### src/rtl/mult_seq_if.sv
// mult_seq_if: operand/result bundle for the sequential multiplier.
// The master drives the start request and operands; the slave (multiplier)
// returns busy, the completion strobe and the two product halves.
interface mult_seq_if #(
   parameter int WIDTH = 8
);
   logic             activate;
   logic [WIDTH-1:0] in1;
   logic [WIDTH-1:0] in2;
   logic             is_signed;
   logic             busy;
   logic             endop;
   logic [WIDTH-1:0] mult8;
   logic [WIDTH-1:0] mult16;

   modport master (
      output activate, in1, in2, is_signed,
      input  busy, endop, mult8, mult16
   );

   modport slave (
      input  activate, in1, in2, is_signed,
      output busy, endop, mult8, mult16
   );
endinterface

### src/rtl/mult_seq.sv
// mult_seq: sequential shift-and-add multiplier, one multiplier bit per clock.
// Product (2*WIDTH bits) is returned as mult16 (high) / mult8 (low) with a
// one-cycle endop strobe, and held until the next completion.
// Optional feature: define MULT_SEQ_SIGNED_EN to honour is_signed (two's
// complement operands, corrected by magnitude-then-negate). Without it,
// is_signed is ignored and all arithmetic is unsigned.
module mult_seq #(
   parameter int WIDTH = 8
) (
   input  logic      clk,
   input  logic      reset,
   mult_seq_if.slave bus
);
   localparam int CW = $clog2(WIDTH + 1);
   localparam int PW = 2 * WIDTH;

   typedef enum logic [1:0] {IDLE, RUN, DONE} state_t;

   state_t           state_reg;
   logic [CW-1:0]    cnt_reg;
   logic [WIDTH-1:0] acc_hi_reg;   // upper half of accumulator
   logic [WIDTH-1:0] acc_lo_reg;   // lower half; starts as the multiplier
   logic [WIDTH-1:0] mcand_reg;
   logic             busy_reg;
   logic             endop_reg;
   logic [WIDTH-1:0] mult8_reg;
   logic [WIDTH-1:0] mult16_reg;

   logic [WIDTH:0]   sum;
   logic [WIDTH-1:0] hi_next;
   logic [WIDTH-1:0] lo_next;
   logic [PW-1:0]    prod;
   logic [WIDTH-1:0] op1;
   logic [WIDTH-1:0] op2;

`ifdef MULT_SEQ_SIGNED_EN
   logic             neg_reg;      // final product must be negated
   logic             neg_in;

   // Operand magnitudes and result sign, evaluated at acceptance
   always_comb begin
      op1    = bus.in1;
      op2    = bus.in2;
      neg_in = 1'b0;
      if (bus.is_signed) begin
         if (bus.in1[WIDTH-1]) op1 = ~bus.in1 + WIDTH'(1);
         if (bus.in2[WIDTH-1]) op2 = ~bus.in2 + WIDTH'(1);
         neg_in = bus.in1[WIDTH-1] ^ bus.in2[WIDTH-1];
      end
   end
`else
   // Unsigned build: operands are used as-is
   always_comb begin
      op1 = bus.in1;
      op2 = bus.in2;
   end
`endif

   // One shift-and-add step; the carry of the add enters the shifted word
   always_comb begin
      sum     = {1'b0, acc_hi_reg} + (acc_lo_reg[0] ? {1'b0, mcand_reg} : {(WIDTH+1){1'b0}});
      hi_next = sum[WIDTH:1];
      lo_next = {sum[0], acc_lo_reg[WIDTH-1:1]};
      prod    = {hi_next, lo_next};
`ifdef MULT_SEQ_SIGNED_EN
      if (neg_reg) prod = ~prod + PW'(1);
`endif
   end

   // Control FSM, datapath registers and registered outputs
   always_ff @(posedge clk) begin
      if (reset) begin
         state_reg  <= IDLE;
         cnt_reg    <= '0;
         acc_hi_reg <= '0;
         acc_lo_reg <= '0;
         mcand_reg  <= '0;
         busy_reg   <= 1'b0;
         endop_reg  <= 1'b0;
         mult8_reg  <= '0;
         mult16_reg <= '0;
`ifdef MULT_SEQ_SIGNED_EN
         neg_reg    <= 1'b0;
`endif
      end else begin
         case (state_reg)
            IDLE: begin
               endop_reg <= 1'b0;
               if (bus.activate) begin
                  acc_lo_reg <= op1;
                  mcand_reg  <= op2;
                  acc_hi_reg <= '0;
                  cnt_reg    <= '0;
                  busy_reg   <= 1'b1;
                  state_reg  <= RUN;
`ifdef MULT_SEQ_SIGNED_EN
                  neg_reg    <= neg_in;
`endif
               end
            end
            RUN: begin
               acc_hi_reg <= hi_next;
               acc_lo_reg <= lo_next;
               cnt_reg    <= cnt_reg + CW'(1);
               // Last iteration: the product is final, publish it with endop
               if (cnt_reg == CW'(WIDTH - 1)) begin
                  state_reg  <= DONE;
                  endop_reg  <= 1'b1;
                  mult8_reg  <= prod[WIDTH-1:0];
                  mult16_reg <= prod[PW-1:WIDTH];
               end
            end
            DONE: begin
               endop_reg <= 1'b0;
               busy_reg  <= 1'b0;
               state_reg <= IDLE;
            end
            default: begin
               state_reg <= IDLE;
               busy_reg  <= 1'b0;
               endop_reg <= 1'b0;
            end
         endcase
      end
   end

   assign bus.busy   = busy_reg;
   assign bus.endop  = endop_reg;
   assign bus.mult8  = mult8_reg;
   assign bus.mult16 = mult16_reg;
endmodule
### src/flat_wrapper.sv
// flat-port wrapper written by rule: the top's interface ports become plain ports
module mult_seq_flat 
#(
   parameter int WIDTH = 8
)
  (clk, reset, bus_activate, bus_in1, bus_in2, bus_is_signed, bus_busy, bus_endop, bus_mult8, bus_mult16);
  mult_seq_if #(.WIDTH(WIDTH)) bus_i ();
  input  logic clk;
  input  logic reset;
  input wire logic [$bits(bus_i.activate)-1:0] bus_activate;
  input wire logic [$bits(bus_i.in1)-1:0] bus_in1;
  input wire logic [$bits(bus_i.in2)-1:0] bus_in2;
  input wire logic [$bits(bus_i.is_signed)-1:0] bus_is_signed;
  output wire logic [$bits(bus_i.busy)-1:0] bus_busy;
  output wire logic [$bits(bus_i.endop)-1:0] bus_endop;
  output wire logic [$bits(bus_i.mult8)-1:0] bus_mult8;
  output wire logic [$bits(bus_i.mult16)-1:0] bus_mult16;
  assign bus_i.activate = bus_activate;
  assign bus_i.in1 = bus_in1;
  assign bus_i.in2 = bus_in2;
  assign bus_i.is_signed = bus_is_signed;
  assign bus_busy = bus_i.busy;
  assign bus_endop = bus_i.endop;
  assign bus_mult8 = bus_i.mult8;
  assign bus_mult16 = bus_i.mult16;
  mult_seq #(.WIDTH(WIDTH)) u_core (.clk(clk), .reset(reset), .bus(bus_i));
endmodule
### config.mk
export PLATFORM = sky130hd
export DESIGN_NAME = mult_seq_flat
export DESIGN_NICKNAME = d
export VERILOG_FILES = /design/src/rtl/mult_seq_if.sv /design/src/rtl/mult_seq.sv /design/src/flat_wrapper.sv
export SDC_FILE = /design/constraint.sdc
export NUM_CORES = 1
export LEC_CHECK = 0
export ABC_AREA = 1
export BUFFER_PORTS_ARGS = -buffer_cell sky130_fd_sc_hd__clkbuf_2
export CORE_MARGIN = 1.5
export CORE_UTILIZATION = 60
export CTS_CLUSTER_SIZE = 12
export DETAILED_ROUTE_END_ITERATION = 6
export PLACE_DENSITY_LB_ADDON = 0.2
export RECOVER_POWER = 100
export SLEW_MARGIN = 20
export SYNTH_ARGS = -nofsm -noshare
export SYNTH_HDL_FRONTEND = slang
export SYNTH_SLANG_ARGS = --single-unit
### constraint.sdc
create_clock -name clk -period 5.05 [get_ports clk]
set_clock_uncertainty 0.05 [all_clocks]
set_input_delay 0.2525 -clock clk [delete_from_list [all_inputs] [get_ports clk]]
set_output_delay 0.2525 -clock clk [all_outputs]
set_load 0.01 [all_outputs]
==> metrics.cfg <==
[worst_setup_path]
crit_path_cell_trace = nor3_1 -> nor2_1 -> a22oi_1 -> a21oi_1
required_ns = 5.14
cp.arrival_ns = 3.09
crit_start = u_core.state_reg[0]
r2r_start = u_core.state_reg[0]
critPathLaunchType = register
path_buf_inv = 0
endpoint_kind = register
crit_fanout = 19
critPathTopFamily = simple AND/OR/NAND/NOR gates
crit_type = register to register
max_stage_delay_ns = 1.22
crit_slowest_cell = nor3_1

[grt]
grt_max_degree = 26
antenna_found_initial = 0
grt_pass1_wl_um = 8010
grt_use_total = 0.2445
grt_pass1_vias = 1967
grt_overflow_total = 0

[yosys]
ys_seq_area_frac = 0.4194
yosysWarningCount = 0
synthTopCellsByArea = dfxtp_1, nand2_1, nor2_1
syn-num-nets = 336
synth-edff-count = 0
ys_seq_elements = 48
synth_top_cell_area_share = 0.4194
synth_common_cells = nand2_1, dfxtp_1, nor2_1, inv_1, o21ai_0
synthMostInstantiatedCell = nand2_1
synth_area_leader_cell = dfxtp_1
synth_ff_type = dfxtp_1
synth_area_per_cell_um2 = 7.487
syn-cell-area_um2 = 2291
ys_types = 29
async_reset_ff_frac = 0
netlist_instances = 306

[pwr]
power_per_cell_area_nw_per_um2 = 282.1
peakVddDrop_mv = 0.1871
cellLeakagePower_uw = 0.001188
finalPower_uw = 693.8

[routing]
drc_errors = 0
dr.pass1.iters = 4
wl_um = 4565
drt-initial-drc-count = 89
vias_per_cell = 5.106
via_count = 1971
antenna_left = 0
wire_per_inst_um = 11.83

[timing]
hold_viol = 0
worst_slack_ns = 2.047
rsz0062_at_grt = no
setup_viol = 0
fmax_ghz = 0.3330
slew_viol_final = 16
whs_ns = 0.1234
slew_headroom = -0.05195
setup_tns_ns = 0
period_needed_ns = 3.003
worst_pin_slew_ns = 1.566
fin_crit_sh = 0.5946

[cts]
ctsHoldBuffers = 0
cts_sinks = 48
cts_buffer_depth = 2
h-tree-depth = 2
post_cts.repair.setup_buffers = 0
cts_buffers = 5
cts-root-buf = clkbuf_8
cts_tree = done
cts-resized-gates = 0
clk_pin_slew_ns = 0.08
clk_latency_ns = 0.30

[placed_design]
dpl.hpwl_um = 3150
place_ws_ns = 2.931
gp_congestion = 0.8395
io_buffers = 36
dp.cells = 379

[min_path]
hp-class = primary input to register
min_from = bus_in2[5]

[floorplanning]
start_util = 0.6258
die_x_um = 64.79
die_h_um = 64.79
ios = 38
core-area_um2 = 3661
die-area_um2 = 4198
rows = 22

[cells_and_area]
drive_above_1_share = 0.09763
layout.nets = 368
synthToLayoutAreaGrowth_pct = 7.373
fin_cells = 386
num_antenna_cells = 0

[run_status]
status = finished with violations
violations = capacitance limit, slew limit

[run]
cap_violations = 1

[worst paths after layout]
kind	depth (start not counted)	slack (ns)	to
worst max register to register	4	2.05	u_core.acc_lo_reg[1]
worst max-delay path	4	2.05	u_core.acc_lo_reg[1]
worst min-delay path	3	0.12	u_core.mcand_reg[5]
worst min register to register	2	0.41	u_core.acc_lo_reg[6]
[through the flow]
stage	util	instance area (um^2)
floorplan	-	2291
global route	0.6719	2460
global placement	0.6685	2447
finish	0.6719	2460
detailed placement	0.6685	2447
CTS	0.6897	2525
[cells by family after synthesis]
kind of cell,share of synthesized area
AND/OR/NAND/NOR,0.2463
AO/OA/AOI/OAI,0.1638
buffers and inverters,0.1087
flip-flops,0.4194
adder cells (fa/ha/maj),0.05789
XOR/XNOR,0.003824
[report_power, final]
group / internal (uW) / leakage (uW) / total, uW / switching, uW
Combinational: 25.0 / 0.000756 / 74.1 / 49.1
Sequential: 394 / 0.000391 / 405 / 10.5
Clock: 94.3 / 0.0000410 / 215 / 121
[area by class of cell]
cell class                 count  area, um^2
sequential                    48       960.9
clock inverter                 1       5.005
clock buffer                   6       72.57
multi-input combinational    205        1041
fill                         330        1201
tap                           48       60.06
inverter                      42       163.9
timing repair buffer          36       156.4
[cell usage in the layout (no fill, tap or decap), drive strengths merged]
cell / Yosys / layout
clkinvlp: 0 / 1
fa: 1 / 1
o21ai: 29 / 29
or2: 2 / 2
a21o: 1 / 1
nand2: 67 / 67
a21oi: 24 / 24
clkinv: 0 / 1
nor3: 1 / 1
a22oi: 5 / 5
inv: 42 / 41
nand3b: 2 / 2
nand4: 1 / 1
a211oi: 4 / 4
ha: 9 / 9
clkbuf: 5 / 42
o211ai: 2 / 2
nor2: 41 / 41
dfxtp: 48 / 48
nand3: 15 / 15
xnor2: 1 / 1
[layer usage]
metal  vias to the layer above  wire [um]  global-route usage
met4                         0         43             0.06383
met1                       898       2183              0.2774
met5                         -          0                   0
li1                       1041          -                   -
met2                        27       2204              0.4549
met3                         5        134             0.05729
[worst reg2reg max path, stage by stage (launching register included)]
cell	delay, ns
dfxtp_1	0.34
nor3_1	1.22
nor2_1	0.77
a22oi_1	0.37
a21oi_1	0.09
No activity file was read; power rests on OpenSTA's default activity.
